--- src/rtl/dds_pkg.sv ---
// dds_pkg: shared key-conditioning constants for the DDS control path.
package dds_pkg;
    localparam int   DEBOUNCE_CYCLES_DEF = 1000000;
    localparam logic KEY_PRESSED         = 1'b0;
    localparam logic KEY_RELEASED        = 1'b1;
endpackage

--- src/rtl/key_filter_1ch.sv ---
// key_filter_1ch: one key's synchroniser, counter debounce and press-edge strobe.
module key_filter_1ch
    import dds_pkg::*;
#(
    parameter int DEBOUNCE_CYCLES = DEBOUNCE_CYCLES_DEF
) (
    input  logic clk,
    input  logic nrst,
    input  logic key_in,
    output logic key_out,
    output logic edge_n
);
    localparam int CNT_W = $clog2(DEBOUNCE_CYCLES);

    logic             s1_q, s2_q, out_q, out_d, dly_q;
    logic [CNT_W-1:0] cnt_q, cnt_d;
    logic             mismatch, done;

    // Any sample agreeing with the accepted level restarts the count; the
    // accept at the terminal count also clears it, so it never wraps.
    always_comb begin
        mismatch = s2_q != out_q;
        done     = cnt_q == CNT_W'(DEBOUNCE_CYCLES - 1);
        cnt_d    = (!mismatch || done) ? '0 : cnt_q + CNT_W'(1);
        out_d    = (mismatch && done) ? s2_q : out_q;
    end

    always_ff @(posedge clk or negedge nrst) begin
        if (!nrst) begin
            s1_q  <= KEY_RELEASED;
            s2_q  <= KEY_RELEASED;
            out_q <= KEY_RELEASED;
            dly_q <= KEY_RELEASED;
            cnt_q <= '0;
        end else begin
            s1_q  <= key_in;
            s2_q  <= s1_q;
            out_q <= out_d;
            dly_q <= out_q;
            cnt_q <= cnt_d;
        end
    end

    assign key_out = out_q;
    assign edge_n  = ~(dly_q == KEY_RELEASED && out_q == KEY_PRESSED);
endmodule

--- src/rtl/key_debounce_edge.sv ---
// key_debounce_edge: NUM_KEYS independent active-low key conditioners.
module key_debounce_edge
    import dds_pkg::*;
#(
    parameter int NUM_KEYS        = 3,
    parameter int DEBOUNCE_CYCLES = DEBOUNCE_CYCLES_DEF
) (
    input  logic                clk,
    input  logic                nrst,
    input  logic [NUM_KEYS-1:0] key_in,
    output logic [NUM_KEYS-1:0] key_out,
    output logic [NUM_KEYS-1:0] edge_n
);
    for (genvar g = 0; g < NUM_KEYS; g++) begin : g_key
        key_filter_1ch #(
            .DEBOUNCE_CYCLES(DEBOUNCE_CYCLES)
        ) u_ch (
            .clk    (clk),
            .nrst   (nrst),
            .key_in (key_in[g]),
            .key_out(key_out[g]),
            .edge_n (edge_n[g])
        );
    end
endmodule

--- config.mk ---
export PLATFORM = sky130hd
export DESIGN_NAME = key_debounce_edge
export DESIGN_NICKNAME = d
export VERILOG_FILES = /design/src/rtl/dds_pkg.sv /design/src/rtl/key_filter_1ch.sv /design/src/rtl/key_debounce_edge.sv
export SDC_FILE = /design/constraint.sdc
export NUM_CORES = 1
export LEC_CHECK = 0
export ABC_AREA = 1
export BUFFER_PORTS_ARGS = -buffer_cell sky130_fd_sc_hd__buf_2
export CORE_ASPECT_RATIO = 1.25
export CORE_MARGIN = 8
export CORE_UTILIZATION = 60
export CTS_CLUSTER_SIZE = 40
export DETAILED_ROUTE_END_ITERATION = 10
export GPL_ROUTABILITY_DRIVEN = 0
export HOLD_SLACK_MARGIN = 0.03
export PLACE_DENSITY = 0.85
export SLEW_MARGIN = 20
export SYNTH_ARGS = -nofsm -noshare
export SYNTH_HDL_FRONTEND = slang
export SYNTH_HIERARCHICAL = 1
export SYNTH_SLANG_ARGS = --single-unit
--- constraint.sdc ---
create_clock -name clk -period 3.85 [get_ports clk]
set_input_delay 0.385 -clock clk [delete_from_list [all_inputs] [get_ports clk]]
set_output_delay 0.385 -clock clk [all_outputs]
set_load 0.05 [all_outputs]
==> impl_metrics.tcl <==
set metrics [dict create \
    synth_xor_area_share_pct 5.36 \
    ir_worst_vdd_v 0.000282 \
    ctsResizeCount 0 \
    pwr-share-comb_pct 3.2 \
    num_vias 3389 \
    cp-end-kind "output pin" \
    pin_count 11 \
    syn-cell-area_um2 3920 \
    syn_avg_cell_area_um2 7.35 \
    synth_adder_area_share_pct 0.957 \
    clock-sinks 72 \
    placed_cells 628 \
    cts.clk_slew.worst_paths_ps 70 \
    hold_buffers 0 \
    run_status "completed" \
    maxCapViolCount 0 \
    tritoncts "built" \
    viasPerCell 5.26 \
    cp-start-kind "register" \
    required_ps 3460 \
    rows 33 \
    start_util_pct 60.9 \
    synthDistinctLibCells 21 \
    root_buffer "clkbuf_8" \
    syn_inst 534 \
    final-hold-violation-count 0 \
    fmaxAchievable_ghz 0.604 \
    synth_area_leader_cell "dfrtp_1" \
    synth_compound_area_share_pct 2.49 \
    netlist.area_leader.share_pct 38.3 \
    grt_first_pass_wirelength_mm 13.6 \
    clk_latency_ps 340 \
    skew_ps 10.2 \
    hold_path_class "in2async" \
    drtAntennaViolNets 0 \
    dpl.hpwl_mm 5.72 \
    ys_top_cells_by_count "nor2_1 (138), nand2_1 (135), inv_1 (66), dfrtp_1 (60), nand3_1 (39)" \
    cts_buffer_depth 2 \
    finalSetupViolCount 0 \
    synth-async-reset-ratio_pct 100 \
    antenna_cells 0 \
    core_area_um2 6440 \
    finalSetupTns_ps 0 \
    syn_nets 542 \
    gr-usage-met2_pct 32.0 \
    min_period_ps 1660 \
    rsz0062_at_grt "no" \
    cts_htree_levels 3 \
    synthTopCellsByArea "dfrtp_1 (38%), nor2_1 (13%), nand2_1 (13%)" \
    grt_max_degree 73 \
    synth_most_common_cell "nor2_1" \
    ys_seq_area_share_pct 46.3 \
    first_iter_violations 242 \
    nNetsFinal 560 \
    yosys_register_bits 72 \
    r2r_setup_slack_ps 2310 \
    wl_per_cell_um 12.3 \
    postCtsSetupBuffers 0 \
    multi_input_comb_area_um2 1810 \
    relSlewSlack_pct 43.8 \
    grt_use_met1_pct 20.2 \
    p_int_w 0.00113 \
    die-area_um2 9400 \
    port_buffers 10 \
    synthMuxAreaShare_pct 0 \
    crit_fanout 5 \
    met3_usage_pct 4.40 \
    slew_viol_final 0 \
    grt.busiest_layer "met2" \
    drc 0 \
    fin_cells 644 \
    grt.total_usage_pct 18.2 \
    pwr_density_cell_nw_per_um2 339 \
    p_clk_share_pct 42.9 \
    die_width_um 88.3 \
    fin_crit_sh_pct 43.0 \
    power_frac_seq_pct 53.9 \
    critPathKind "reg2out" \
    gr-total-overflow 0 \
    p_leak_nw 1.90 \
    numCtsBuffers 9 \
    synth_simple_gate_area_share_pct 37.4 \
    drive_gt1_share_pct 10.4 \
    worst_slew_pin_slew_ps 842 \
    synth_flop_cell "dfrtp_1" \
    synth_top_family_by_area "simple AND/OR/NAND/NOR gates" \
    antenna_found_initial 0 \
    sw_frac_of_total_pct 21.6 \
    n_fill_cell 543 \
    arrival_ps 1270 \
    dieHeight_um 106 \
    power.switching_w 0.000312 \
    firstDrtPassIters 4 \
    seqCellArea_um2 1820 \
    yosysWarnings 6 \
    area_delta_synth_final_pct 8.58 \
    synth_edf_count 0 \
    drt-total-wl_mm 7.92 \
    grt_pass1_vias 3192 \
]
cells in the final DEF, fill, tap and decap left out, types with 6 or more instances in the layout:
cell type and instances:
clkbuf_8 12, buf_2 9, o21ai_0 12, xnor2_1 12, dfrtp_1 60, inv_1 66
xor2_1 12, nand2_1 135, nand3_1 39, nor2_2 6, nand4_1 12, nor2_1 138
dfstp_2 12
metrics by stage:
step	cell area, µm²	hold WS, ps	setup WS [ps]	utilization, %	power [W]
finish	4260	137	2190	66.1	0.00144
global route	4260	118	2140	66.1	0.00150
CTS	4260	128	2180	66.1	0.00146
detailed placement	4050	349	2340	62.9	0.000839
global placement	4050	346	2380	62.9	0.000837
floorplan	3920	89.4	2350	-	0.000818
worst paths after layout:
check | end | start | cells after the start
worst min-delay path | g_key[2].u_ch/cnt_q[12]$_DFF_PN0_ | nrst | 1
worst max register to register | g_key[1].u_ch/cnt_q[12]$_DFF_PN0_ | g_key[1].u_ch/cnt_q[0]$_DFF_PN0_ | 6
worst max-delay path | edge_n[2] | g_key[2].u_ch/key_out$_DFFE_PN1P_ | 3
worst min register to register | g_key[0].u_ch/s2_q$_DFF_PN1_ | g_key[0].u_ch/s1_q$_DFF_PN1_ | 0
max in group asynchronous | g_key[1].u_ch/cnt_q[18]$_DFF_PN0_ | nrst | 1
min in group clk | g_key[2].u_ch/s1_q$_DFF_PN1_ | key_in[2] | 1
final cells by class:
class | count | share of cell area [%]
Clock inverter | 3 | 0.940
Sequential cell | 72 | 42.7
Multi-Input combinational cell | 390 | 42.6
Clock buffer | 13 | 3.97
Timing Repair Buffer | 10 | 1.23
Inverter | 69 | 6.08
Tap cell | 87 | 2.56
power groups by stage:
stage | sequential [W] | combinational [W] | clock [W]
after CTS | 0.000778 | 0.0000472 | 0.000631
after global placement | 0.000791 | 0.0000454 | 0
after detailed placement | 0.000792 | 0.0000471 | 0
final | 0.000778 | 0.0000456 | 0.000620
after global routing | 0.000780 | 0.0000541 | 0.000667
after floorplan | 0.000791 | 0.0000275 | 0
critical path: stages, from the launching register on:
cell and delay (ps):
dfstp_2 580, inv_1 50, nand2_1 50, buf_2 250
layer usage:
| metal | vias up | share of wire, % | wire [µm] |
|---|---|---|---|
| met3 | 20 | 4.2 | 329 |
| met1 | 1603 | 41 | 3260 |
| met5 | - | 0 | 0 |
| met2 | 89 | 53 | 4180 |
| met4 | 0 | 2.0 | 157 |
| li1 | 1677 | - | - |
flip-flops by register name (all words and copies together) (netlist names):
register,cells
g_key.u_ch/s2_q,3
g_key.u_ch/cnt_q,60
g_key.u_ch/key_out,3
g_key.u_ch/s1_q,3
g_key.u_ch/dly_q,3
kinds of logic after synthesis:
logic type	count (synthesis)
AOI/OAI and AO/OA	18
xor gates and xnor gates	24
adders and majority gates	3
buffers and inverters	72
DFF	72
and+or+nand+nor	345
Note: power is estimated with default switching activity, not from simulation.
